$ cat src/rtl/lcd_ctrl.sv
// HD44780-style character LCD sequencer: runs the power-up init sequence, then turns
// single-cycle byte write requests into timed RS/DATA setup, EN pulse, hold and execution wait.
module lcd_ctrl #(
  parameter int T_PWRUP_CYC = 750000,
  parameter int T_SETUP_CYC = 2,
  parameter int T_EN_CYC    = 12,
  parameter int T_HOLD_CYC  = 2,
  parameter int T_CMD_CYC   = 2000,
  parameter int T_CLR_CYC   = 82000
) (
  input  logic        clk,
  input  logic        rst,
  input  logic        req_valid_i,
  output logic        req_ready_o,
  input  logic        req_rs_i,
  input  logic [7:0]  req_data_i,
  output logic [31:0] lcd_o,
  output logic        busy_o,
  output logic        init_done_o
);

  localparam int M0    = (T_PWRUP_CYC > T_SETUP_CYC) ? T_PWRUP_CYC : T_SETUP_CYC;
  localparam int M1    = (M0 > T_EN_CYC) ? M0 : T_EN_CYC;
  localparam int M2    = (M1 > T_HOLD_CYC) ? M1 : T_HOLD_CYC;
  localparam int M3    = (M2 > T_CMD_CYC) ? M2 : T_CMD_CYC;
  localparam int T_MAX = (M3 > T_CLR_CYC) ? M3 : T_CLR_CYC;
  localparam int CNT_W = $clog2(T_MAX) + 1;

  typedef enum logic [2:0] {PWRUP, SETUP, EN_HI, HOLD, WAIT, IDLE} state_t;

  state_t             state_q, state_d;
  logic [CNT_W-1:0]   cnt_q, cnt_d;
  logic [CNT_W-1:0]   last_cnt;
  logic [2:0]         idx_q, idx_d;
  logic               on_q, on_d;
  logic               en_q, en_d;
  logic               rs_q, rs_d;
  logic [7:0]         data_q, data_d;
  logic               ready_q, ready_d;
  logic               busy_q, busy_d;
  logic               done_q, done_d;
  logic               cnt_end;

  function automatic logic [7:0] init_rom(input logic [2:0] idx);
    case (idx)
      3'd0, 3'd1, 3'd2: init_rom = 8'h38;
      3'd3:             init_rom = 8'h0C;
      3'd4:             init_rom = 8'h01;
      default:          init_rom = 8'h06;
    endcase
  endfunction

  // Clear and Return Home need the long execution wait.
  function automatic logic is_slow_cmd(input logic rs, input logic [7:0] data);
    is_slow_cmd = !rs && (data == 8'h01 || data == 8'h02 || data == 8'h03);
  endfunction

  always_comb begin
    case (state_q)
      PWRUP:   last_cnt = CNT_W'(T_PWRUP_CYC - 1);
      SETUP:   last_cnt = CNT_W'(T_SETUP_CYC - 1);
      EN_HI:   last_cnt = CNT_W'(T_EN_CYC - 1);
      HOLD:    last_cnt = CNT_W'(T_HOLD_CYC - 1);
      WAIT:    last_cnt = is_slow_cmd(rs_q, data_q) ? CNT_W'(T_CLR_CYC - 1)
                                                    : CNT_W'(T_CMD_CYC - 1);
      default: last_cnt = '0;
    endcase
  end

  assign cnt_end = (cnt_q == last_cnt);

  always_comb begin
    state_d = state_q;
    cnt_d   = cnt_q;
    idx_d   = idx_q;
    on_d    = on_q;
    en_d    = en_q;
    rs_d    = rs_q;
    data_d  = data_q;
    ready_d = ready_q;
    busy_d  = busy_q;
    done_d  = done_q;
    if (state_q != IDLE && !cnt_end) cnt_d = cnt_q + 1'b1;
    case (state_q)
      PWRUP: begin
        // The first cycle out of reset only switches the display on; the power-up count follows.
        if (!on_q) begin
          on_d  = 1'b1;
          cnt_d = '0;
        end else if (cnt_end) begin
          idx_d   = 3'd0;
          rs_d    = 1'b0;
          data_d  = init_rom(3'd0);
          state_d = SETUP;
          cnt_d   = '0;
        end
      end
      SETUP: if (cnt_end) begin
        en_d    = 1'b1;
        state_d = EN_HI;
        cnt_d   = '0;
      end
      EN_HI: if (cnt_end) begin
        en_d    = 1'b0;
        state_d = HOLD;
        cnt_d   = '0;
      end
      HOLD: if (cnt_end) begin
        state_d = WAIT;
        cnt_d   = '0;
      end
      WAIT: if (cnt_end) begin
        cnt_d = '0;
        if (!done_q && idx_q < 3'd5) begin
          idx_d   = idx_q + 3'd1;
          data_d  = init_rom(idx_q + 3'd1);
          state_d = SETUP;
        end else begin
          done_d  = 1'b1;
          ready_d = 1'b1;
          busy_d  = 1'b0;
          state_d = IDLE;
        end
      end
      IDLE: if (req_valid_i && ready_q) begin
        rs_d    = req_rs_i;
        data_d  = req_data_i;
        ready_d = 1'b0;
        busy_d  = 1'b1;
        state_d = SETUP;
        cnt_d   = '0;
      end
      default: state_d = PWRUP;
    endcase
  end

  always_ff @(posedge clk) begin
    if (rst) begin
      state_q <= PWRUP;
      cnt_q   <= '0;
      idx_q   <= '0;
      on_q    <= 1'b0;
      en_q    <= 1'b0;
      rs_q    <= 1'b0;
      data_q  <= '0;
      ready_q <= 1'b0;
      busy_q  <= 1'b1;
      done_q  <= 1'b0;
    end else begin
      state_q <= state_d;
      cnt_q   <= cnt_d;
      idx_q   <= idx_d;
      on_q    <= on_d;
      en_q    <= en_d;
      rs_q    <= rs_d;
      data_q  <= data_d;
      ready_q <= ready_d;
      busy_q  <= busy_d;
      done_q  <= done_d;
    end
  end

  assign lcd_o       = {on_q, 20'b0, en_q, rs_q, 1'b0, data_q};
  assign req_ready_o = ready_q;
  assign busy_o      = busy_q;
  assign init_done_o = done_q;

endmodule
$ cat config.mk
export PLATFORM = sky130hd
export DESIGN_NAME = lcd_ctrl
export DESIGN_NICKNAME = d
export VERILOG_FILES = /design/src/rtl/lcd_ctrl.sv
export SDC_FILE = /design/constraint.sdc
export NUM_CORES = 1
export LEC_CHECK = 0
export CAP_MARGIN = 20
export CORE_MARGIN = 1
export CORE_UTILIZATION = 57
export DETAILED_ROUTE_END_ITERATION = 10
export PLACE_DENSITY_LB_ADDON = 0.3
export SKIP_LAST_GASP = 1
export SLEW_MARGIN = 20
export SYNTH_ARGS = -nofsm -noshare
export SYNTH_HDL_FRONTEND = slang
export SYNTH_SLANG_ARGS = --single-unit
export TNS_END_PERCENT = 1
$ cat constraint.sdc
create_clock -name clk -period 4.5 [get_ports clk]
set_input_delay 1.35 -clock clk [delete_from_list [all_inputs] [get_ports clk]]
set_output_delay 1.35 -clock clk [all_outputs]
set_load 0.01 [all_outputs]
==> summary.md <==
| Metric | Value |
|---|---|
| Full die area | 0.00506 mm^2 |
| Nature of the critical path startpoint | primary input |
| Fin cells | 404 |
| DRC | 6 |
| Measured slew at the worst slew-check pin | 701 ps |
| CTS Buffer Depth | 2 |
| FMAX | 0.316 GHz |
| Pin count of the biggest net entering global routing | 28 |
| Postcts setup bufs | 0 |
| Hold Vio Cnt, Final | 0 |
| Core ar. | 0.00447 mm^2 |
| Max-slew headroom at the worst pin | 53.1% |
| HP Start | busy_o$_SDFFE_PP1P_ |
| DP HPWL | 4120 um |
| Vias in the first global route | 1970 |
| Port buffer count | 25 |
| RR Endpoint | cnt_q[17]$_SDFF_PP0_ |
| Final nets | 370 |
| Cell count after synthesis | 340 |
| TritonRoute pass-1 iters | 8 |
| Fin util | 66.0% |
| Placed insts | 396 |
| Async set-reset flop share out of synthesis | 0% |
| Worst Setup End Kind | flip-flop |
| Met3 wire length | 214 um |
| Synthesized area per cell | 8.02 um^2 |
| Worst path cell trace | clkdlybuf4s50_1 > a21oi_1 > a221o_1 > a211oi_1 > and3b_1 > a2bb2o_4 > mux2_4 |
| Setup_tns | 0 ps |
| Post-synthesis sequential area ratio | 30.1% |
| Post-route minimum period | 3160 ps |
| Met2 Wirelength | 2630 um |
| Reg2Reg Depth | 7 |
| Kind of critical path | primary input to flip-flop |
| Crit Path Max Fanout | 8 |
| Leading cell type in the layout, fill and taps excluded | dfxtp_1 |
| Hold_buf cts | 0 |
| Total GRT Usage | 23.0% |
| Total grt overflow | 0 |
| Via density | 5.66 |
| Initial antenna violation count | 0 |
| DRT iter0 DRCs | 105 |
| Syn Std Cell Area | 0.00273 mm^2 |
| Arr. time, crit path | 3340 ps |
| Max incr delay on CP | 490 ps |
| Clock Latency Late Sink | 300 ps |
| Delay-heaviest family, CP | compound AO/OA/AOI/OAI gates |
| Leak | 1.13 nW |
| Design Power | 673 uW |
| Area Growth Syn to Fin | 8.35% |
| Reg-to-reg slack, setup | 1510 ps |
| Final clock skew | 9.20 ps |
| Share of layout cells above drive strength 1 | 6.53% |
| Pwr Density | 228 mW/mm^2 |
| RSZ-0062 raised after global routing | no |
| Antenna cells | 0 |
| Hold EP | busy_o$_SDFFE_PP1P_ |
| Commonest non-fill, non-tap cells in the layout | dfxtp_1 (41), nor2_1 (37), nand2_1 (33) |
| CP required | 4680 ps |
| # clock sinks | 41 |
| First-pass GRT wire length | 9250 um |
| M1 WL | 2740 um |
| H-Tree Depth | 2 |
| Starting Density | 60.9% |
| Root Driver | clkbuf_8 |
| Wire length per cell | 14.0 um |
| Setup-failing EPs final | 0 |
| Top Ports | 47 |
| Antenna-violating nets left | 0 |
| Failing checks | design-rule violations |
| Worst path slowest cell | clkdlybuf4s50_1 |
| Primary FF master, synth | dfxtp_1 |
| Distinct cells, synth | 57 |
| Outcome | finished with violations |
| Slew Limit Fails | 0 |
| Highest routed layer | met4 |
| Worst vdd ir | 0.124 mV |
| CP Buf/Inv Count | 1 |
| CTS tree | done |
| Hold Crit Class | flip-flop to flip-flop |
| Number of synthesized flops with an enable pin | 0 |
| Via count | 2287 |
| Max cap viols | 0 |
| Final cycle utilization of the critical path | 70.2% |
| Final wirelength | 5640 um |
| Min-Delay Path Depth | 1 |
| WHS | 468 ps |
| Cell Rows | 24 |
| Clk slew on worst S/H paths | 70 ps |
| FF+latch count, synth | 41 |
| RD Place Congestion | 0.796 |
| Synth warn | 0 |
| PostCTS Resize Cnt | 0 |
| Die Width | 71.2 um |
| Crit Reg-Reg Startpoint | state_q[2]$_SDFFE_PP0P_ |
| Inserted Clock Buffers | 5 |
| Die span in y | 71.2 um |
==> where the power goes <==
part           internal, mW  switching [mW]  leakage (nW)
registers             0.365         0.00337         0.331
clock network         0.139           0.125        0.0542
logic                0.0185          0.0226         0.745
==> cells by family after synthesis <==
family / share of synthesized area (%)
fa+ha+maj: 3.21
mux: 5.00
buf+inv: 11.7
compound gates: 16.0
simple gates: 28.0
flops: 30.1
other cells: 0.138
xor+xnor: 5.78
==> sequential cells by signal (all words and copies together), names as in the netlist <==
name	cells
busy_o	1
cnt_q	21
data_q	8
en_q	1
idx_q	3
init_done_o	1
on_q	1
req_ready_o	1
rs_q	1
state_q	3
==> how the worst max path moves through the flow <==
stage | startpoint | depth (start not counted) | endpoint | slack (ps)
floorplan | req_valid_i | 7 | data_q[3]$_SDFFE_PP0P_ | 1650
finish | req_valid_i | 7 | data_q[3]$_SDFFE_PP0P_ | 1340
global route | req_valid_i | 7 | data_q[3]$_SDFFE_PP0P_ | 1260
CTS | req_valid_i | 7 | data_q[3]$_SDFFE_PP0P_ | 1360
global placement | req_valid_i | 7 | data_q[3]$_SDFFE_PP0P_ | 1120
detailed placement | req_valid_i | 7 | data_q[3]$_SDFFE_PP0P_ | 1070
==> metal layers <==
layer | GRT usage (%) | up-vias
met4 | 8.00 | 0
met3 | 3.28 | 7
met1 | 31.7 | 1069
met5 | 0 | -
li1 | - | 1149
met2 | 36.9 | 62
==> cell type report <==
class	count	area, um^2
Clock buffer	7	96.3
Sequential cell	41	821
Fill cell	373	1520
Tap cell	52	65.1
Inverter	11	41.3
Clock inverter	1	5.00
Multi-Input combinational cell	265	1660
Timing Repair Buffer	27	265
==> stage by stage <==
stage	area [um^2]	setup slack, ps
finish	2950	1340
global route	2950	1260
CTS	2950	1360
detailed placement	2850	1070
global placement	2850	1120
floorplan	2800	1650
==> synth_stat cells, drive strengths merged (2+ instances only) <==
library cell	number	area, um^2
and2	2	15.0
a221oi	2	17.5
or3	9	56.3
nor3b	3	22.5
and4	3	26.3
nor2b	7	43.8
mux2	2	26.3
nor2	37	139
ha	7	87.6
xor2	10	87.6
a21oi	20	100
or4	3	22.5
and3	6	37.5
mux2i	11	110
o31ai	3	22.5
a211oi	6	45.0
buf	32	238
xnor2	8	70.1
nand3	8	40.0
a31oi	3	33.8
o21ai	17	85.1
clkbuf	11	41.3
or2	4	25.0
nand2	33	124
nor3	6	35.0
inv	11	41.3
nand3b	2	15.0
dfxtp	41	821
nand4	6	37.5
a22oi	2	28.8
nand2b	9	56.3
(Power assumes the default switching activity.)
